<file path="src/rtl/ripple_carry_adder_8bit_pkg.sv">
// Shared constants for the ripple-carry adder leaf block.
//   RCA_DEFAULT_WIDTH : default operand/sum width in bits.
package ripple_carry_adder_8bit_pkg;

  localparam int unsigned RCA_DEFAULT_WIDTH = 8;

endpackage : ripple_carry_adder_8bit_pkg

</file>
<file path="src/rtl/full_adder.sv">
// One-bit full adder cell; the ripple chain in the top instantiates one per bit.
// Ports:
//   a, b  : operand bits
//   cin   : carry in
//   s     : sum bit
//   cout  : carry out (majority of a, b, cin)
module full_adder (
  input  logic a,
  input  logic b,
  input  logic cin,
  output logic s,
  output logic cout
);

  assign s    = a ^ b ^ cin;
  assign cout = (a & b) | (a & cin) | (b & cin);

endmodule : full_adder

</file>
<file path="src/rtl/ripple_carry_adder_8bit.sv">
// WIDTH-bit ripple-carry adder with carry-in and a registered result stage.
// Ports:
//   clk, rst_n : rising-edge clock, asynchronous active-low reset
//   in_valid   : in1/in2/c_in are valid this cycle
//   in1, in2   : operands
//   c_in       : carry into bit 0
//   out_valid  : sum/c_out/overflow hold a result accepted on the previous edge
//   sum        : registered (in1 + in2 + c_in) mod 2^WIDTH
//   c_out      : registered carry out of the MSB
//   overflow   : registered signed overflow (carry into MSB xor carry out of MSB)
module ripple_carry_adder_8bit
  import ripple_carry_adder_8bit_pkg::*;
#(
  parameter int unsigned WIDTH = RCA_DEFAULT_WIDTH
) (
  input  logic             clk,
  input  logic             rst_n,
  input  logic             in_valid,
  input  logic [WIDTH-1:0] in1,
  input  logic [WIDTH-1:0] in2,
  input  logic             c_in,
  output logic             out_valid,
  output logic [WIDTH-1:0] sum,
  output logic             c_out,
  output logic             overflow
);

  // w_carry[i] is the carry into bit i; w_carry[WIDTH] leaves the MSB.
  logic [WIDTH:0]   w_carry;
  logic [WIDTH-1:0] w_sum;
  logic             w_overflow;

  logic             r_out_valid;
  logic [WIDTH-1:0] r_sum;
  logic             r_c_out;
  logic             r_overflow;

  assign w_carry[0] = c_in;

  // Carry chain: each cell consumes the previous cell's carry, no lookahead.
  for (genvar i = 0; i < int'(WIDTH); i++) begin : g_fa
    full_adder u_fa (
      .a   (in1[i]),
      .b   (in2[i]),
      .cin (w_carry[i]),
      .s   (w_sum[i]),
      .cout(w_carry[i+1])
    );
  end

  assign w_overflow = w_carry[WIDTH-1] ^ w_carry[WIDTH];

  // Result register: loads only on accepted operands so idle-cycle inputs
  // (including X) never disturb the held result.
  always_ff @(posedge clk or negedge rst_n) begin
    if (!rst_n) begin
      r_out_valid <= 1'b0;
      r_sum       <= '0;
      r_c_out     <= 1'b0;
      r_overflow  <= 1'b0;
    end else begin
      r_out_valid <= in_valid;
      if (in_valid) begin
        r_sum      <= w_sum;
        r_c_out    <= w_carry[WIDTH];
        r_overflow <= w_overflow;
      end
    end
  end

  assign out_valid = r_out_valid;
  assign sum       = r_sum;
  assign c_out     = r_c_out;
  assign overflow  = r_overflow;

endmodule : ripple_carry_adder_8bit

</file>
<file path="config.mk">
export PLATFORM = sky130hd
export DESIGN_NAME = ripple_carry_adder_8bit
export DESIGN_NICKNAME = d
export VERILOG_FILES = /design/src/rtl/ripple_carry_adder_8bit_pkg.sv /design/src/rtl/full_adder.sv /design/src/rtl/ripple_carry_adder_8bit.sv
export SDC_FILE = /design/constraint.sdc
export NUM_CORES = 1
export LEC_CHECK = 0
export BUFFER_PORTS_ARGS = -buffer_cell sky130_fd_sc_hd__buf_2
export CAP_MARGIN = 25
export CORE_MARGIN = 3
export CORE_UTILIZATION = 39
export DETAILED_ROUTE_END_ITERATION = 6
export PLACE_DENSITY_LB_ADDON = 0.25
export SKIP_LAST_GASP = 1
export SYNTH_ARGS = -nofsm -noshare
export SYNTH_HDL_FRONTEND = slang
export SYNTH_SLANG_ARGS = --single-unit
</file>
<file path="constraint.sdc">
create_clock -name clk -period 0.9 [get_ports clk]
set_clock_uncertainty 0.15 [all_clocks]
set_input_delay 0.045 -clock clk [delete_from_list [all_inputs] [get_ports clk]]
set_output_delay 0.045 -clock clk [all_outputs]
set_load 0.1 [all_outputs]
</file>
* Word-level counts from Yosys, hierarchy flattened
Index checks and enable logic that the tools add are counted.
Cells by class: bitwise gates (word level) 57
Operators with widths (count):
- $and 1x1->1 | 24
- $xor 1x1->1 | 17
- $or 1x1->1 | 16
Word-level totals: register bits after elaboration 11, output and inout bits 11, logic and storage cells 61

* Longest topological paths before layout
depth after elaboration 25, gate-level depth with buffers 13, gate-level depth less buffers 13

* Hierarchy
From an unflattened synthesis, not the netlist that was laid out.
Second synthesis, totals: cells, all modules 32, area, all modules 595.6 um2
By module, submodules not included:
- ripple_carry_adder_8bit | instances 1, cells each 24, area each 435.4 um2
- full_adder | instances 8, cells each 1, area each 20.0 um2

* Worst setup path after synthesis
OpenSTA, ideal clock, no wires.
kind in2reg, start input in1[0], end register r_overflow (netlist: overflow), setup time 0.126 ns, data arrival time 3.165 ns, required time 0.624 ns, setup slack -2.541 ns, stages 13, path buffers 0, path through inv_1 fa_1 inv_1 fa_1 fa_1 fa_1 fa_1 fa_1 fa_1 inv_1 fa_1 xnor2_1 mux2_4
On the way: cells in the longest elaborated chain, start to end 25
RTL lines:
- start, declared | RTL line ripple_carry_adder_8bit.sv:19 | input logic [WIDTH-1:0] in1,
- $and 1x1->1 | RTL line full_adder.sv:16 | assign cout = (a & b) | (a & cin) | (b & cin);
- $or 1x1->1 (*) (2 in a row) | RTL line full_adder.sv:16
- $and 1x1->1 | RTL line full_adder.sv:16
- $or 1x1->1 | RTL line full_adder.sv:16
- $or 1x1->1 (*) | RTL line full_adder.sv:16
- $and 1x1->1 | RTL line full_adder.sv:16
- $or 1x1->1 | RTL line full_adder.sv:16
- $or 1x1->1 (*) | RTL line full_adder.sv:16
- [... 7 more ...]
- $or 1x1->1 | RTL line full_adder.sv:16
- $or 1x1->1 (*) | RTL line full_adder.sv:16
- $and 1x1->1 | RTL line full_adder.sv:16
- $or 1x1->1 | RTL line full_adder.sv:16
- $or 1x1->1 (*) | RTL line full_adder.sv:16
- $and 1x1->1 | RTL line full_adder.sv:16
- $or 1x1->1 (2 in a row) | RTL line full_adder.sv:16
- $xor 1x1->1 (*) | RTL line ripple_carry_adder_8bit.sv:51 | assign w_overflow = w_carry[WIDTH-1] ^ w_carry[WIDTH];
- end signal, assigned | RTL line ripple_carry_adder_8bit.sv:66 | r_overflow <= w_overflow;
- end, declared | RTL line ripple_carry_adder_8bit.sv:36 | logic r_overflow;
Every way passes the cells marked *; elsewhere a longest branch is shown, timed or not. A chain may end at the register's enable or synchronous reset.

* Worst setup path in the final report
Ends and elaborated chain as after synthesis.

==> metrics.txt <==
status finished, violations left; failing checks setup timing; Fin. Hold Viols 0; largest net degree at the start of global routing 12; first-pass GRT wire length about 2.1 mm; Worst path top cell family by delay adder cells; Crit path buffers/inverters 4; Final setup viols 21; Rel. slew slack around 81%; ranking of synthesized cells by area dfrtp_1 44%, fa_1 25%, mux2_4 17%; Syn Inst Count about 40; CP peak stage delay 0.38 ns; via count of the routed design roughly 480; die area around 0.0021 mm2; crit path kind input port to flop; layout net count 118; combinational share of power between 60% and 70%; core area between 0.001 and 0.0015 mm2; Warnings, synthesis 0; fillers 72; Post-Syn Area 628 um2; Total GRT Usage between 10 and 15%; CTS Buf Count 3; GRT overflow 0; Vias/cell between 4 and 5; Starting Density between 40 and 50%; Finished Cell Area 0.00120 mm2; Clk pwr share 11.3%; maximum vdd drop ~0.0023 V; die height 46.1 um; post-placement setup slack -2.56 ns; Max Clk Rate 0.320 GHz; Hold Slack 0.0119 ns; Sink Count 11; Row Count 13; WP data required around 0.91 ns; commonest non-fill, non-tap cell in the layout buf_2; CTS H-Tree Depth 1; vias in the first global route between 500 and 600; share of layout cells above drive strength 1 roughly 89%; slowest stage cell, crit path fa_2; Setup crit start kind input port; HPWL Detailed 1.03 mm; area leader, netlist dfrtp_1; Final Max Tran Viols 0; syn nets between 60 and 70; # IOs 31; die width between 40 and 50 um; Worst Tran Pin Value between 0.2 and 0.3 ns; RSZ-0062 raised after global routing true; pwr dens roughly 2500 mW/mm2; Synth top area share between 40% and 50%; setup slack, reg-to-reg -0.17 ns; Worst-Skew Late Latency 0.27 ns; fin crit share 347%; Seq pwr share about a quarter; final worst setup slack -2.22 ns; antenna-violating nets left 0; Seq/Total Area, Yosys between 40 and 50%; Pint between 0.0015 and 0.002 W; drc violations 0; Area growth syn-to-layout 91.8%; net switching power ~0.0013 W; crit-path max FO 2; fin crit period 3.12 ns; Wirelength per Cell approximately 13 um; Arr. time, crit path ~3.1 ns; number of distinct library cells after synthesis 7; ANT cells 0; Detailed Route Iter0 Violations 2; max-cap viol count 0; setup TNS -15.41 ns; commonest non-fill, non-tap cells in the layout 16 x buf_2, 11 x buf_6, 11 x buf_12; GPL Wtd Cong between 0.6 and 0.7; Port Buf Inserts 30; CP endpoint kind flop; Yosys reg bits 11; most used cell, CP fa_2; cells along the critical path buf_8, inv_12, fa_2, inv_2, fa_2, fa_2, fa_2, fa_2, fa_2, fa_2, inv_2, fa_2, xnor2_1, mux2_4; clock slew at reported path FFs 0.07 ns; DRT Pass-1 Iters 4; Clock Path Buffers 2; Avg Cell Area, Syn about 15 um2; CTS tree done; min-delay worst type input port to flop; final wirelength about 1.4 mm; switching share of power between 40 and 50%; clock tree root buffer cell clkbuf_4; Area after DPL roughly 0.0011 mm2; P_leak 0.580 nW; initial antenna violation count 0
-- state kept, by name, indices dropped and copies added, names as in the netlist --
| name | count |
|---|---|
| c_out | 1 |
| out_valid | 1 |
| overflow | 1 |
| sum | 8 |
-- synthesized netlist by cell type, drive strengths merged --
master  instances
buf             1
mux2i           3
inv            10
xnor2           1
dfrtp          11
mux2            7
fa              8
-- kinds of logic after synthesis --
| family | after synthesis | share of synthesized area, % |
|---|---|---|
| xor+xnor | 1 | 1.39 |
| mux | 10 | 21.5 |
| flops | 11 | 43.8 |
| buf+inv | 11 | 7.77 |
| fa+ha+maj | 8 | 25.5 |
-- what timing repair did --
| action | in CTS | in global routing |
|---|---|---|
| hold buffers | 1 | 0 |
| endpoints found under the setup margin | 20 | 21 |
| endpoints found under the hold margin | 11 | 0 |
| gates resized for setup | 12 | 4 |
| setup buffers | 3 | 3 |
-- per-layer routing --
metal | global-route usage, % | wire (um)
met1 | 16.9 | 487
met2 | 25.5 | 774
met3 | 7.42 | 105
met4 | 1.70 | 0
met5 | 0 | 0
-- power groups by stage --
stage	sequential, W	combinational (W)	clock (W)
4_1_cts	0.000711	0.00187	0.000347
3_3_place_gp	0.000704	0.00175	0
6_report	0.000713	0.00191	0.000333
5_1_grt	0.000728	0.00199	0.000368
2_1_floorplan	0.00148	0.000249	0
3_5_place_dp	0.000706	0.00177	0
-- worst reg2reg max path, stage by stage, from the launching register on --
cell and delay, ns:
dfrtp_2 0.41, buf_4 0.13, mux2_4 0.26
-- final timing paths --
check / startpoint / end / depth (start not counted)
worst max register to register: sum[6]$_DFFE_PN0P_ / sum[6]$_DFFE_PN0P_ / 2
min in group asynchronous: rst_n / overflow$_DFFE_PN0P_ / 2
worst max-delay path: in1[0] / overflow$_DFFE_PN0P_ / 14
worst min-delay path: in_valid / sum[0]$_DFFE_PN0P_ / 2
max in group asynchronous: rst_n / sum[0]$_DFFE_PN0P_ / 2
worst min register to register: sum[3]$_DFFE_PN0P_ / sum[3]$_DFFE_PN0P_ / 1
-- stage by stage --
stage	instances	total power [W]	utilization [%]
floorplan	41	0.00172	-
global placement	93	0.00246	76.0
detailed placement	93	0.00248	76.0
CTS	101	0.00293	83.3
global route	104	0.00309	86.1
finish	104	0.00295	86.1
-- area by class of cell --
type	count	area, um2	area share [%]
Tap cell	15	18.8	1.56
Sequential cell	11	290	24.1
Clock buffer	4	26.3	2.18
Timing Repair Buffer	45	487	40.4
Multi-Input combinational cell	19	328	27.2
Inverter	10	55.1	4.57
No activity file was read; power rests on OpenSTA's default activity.
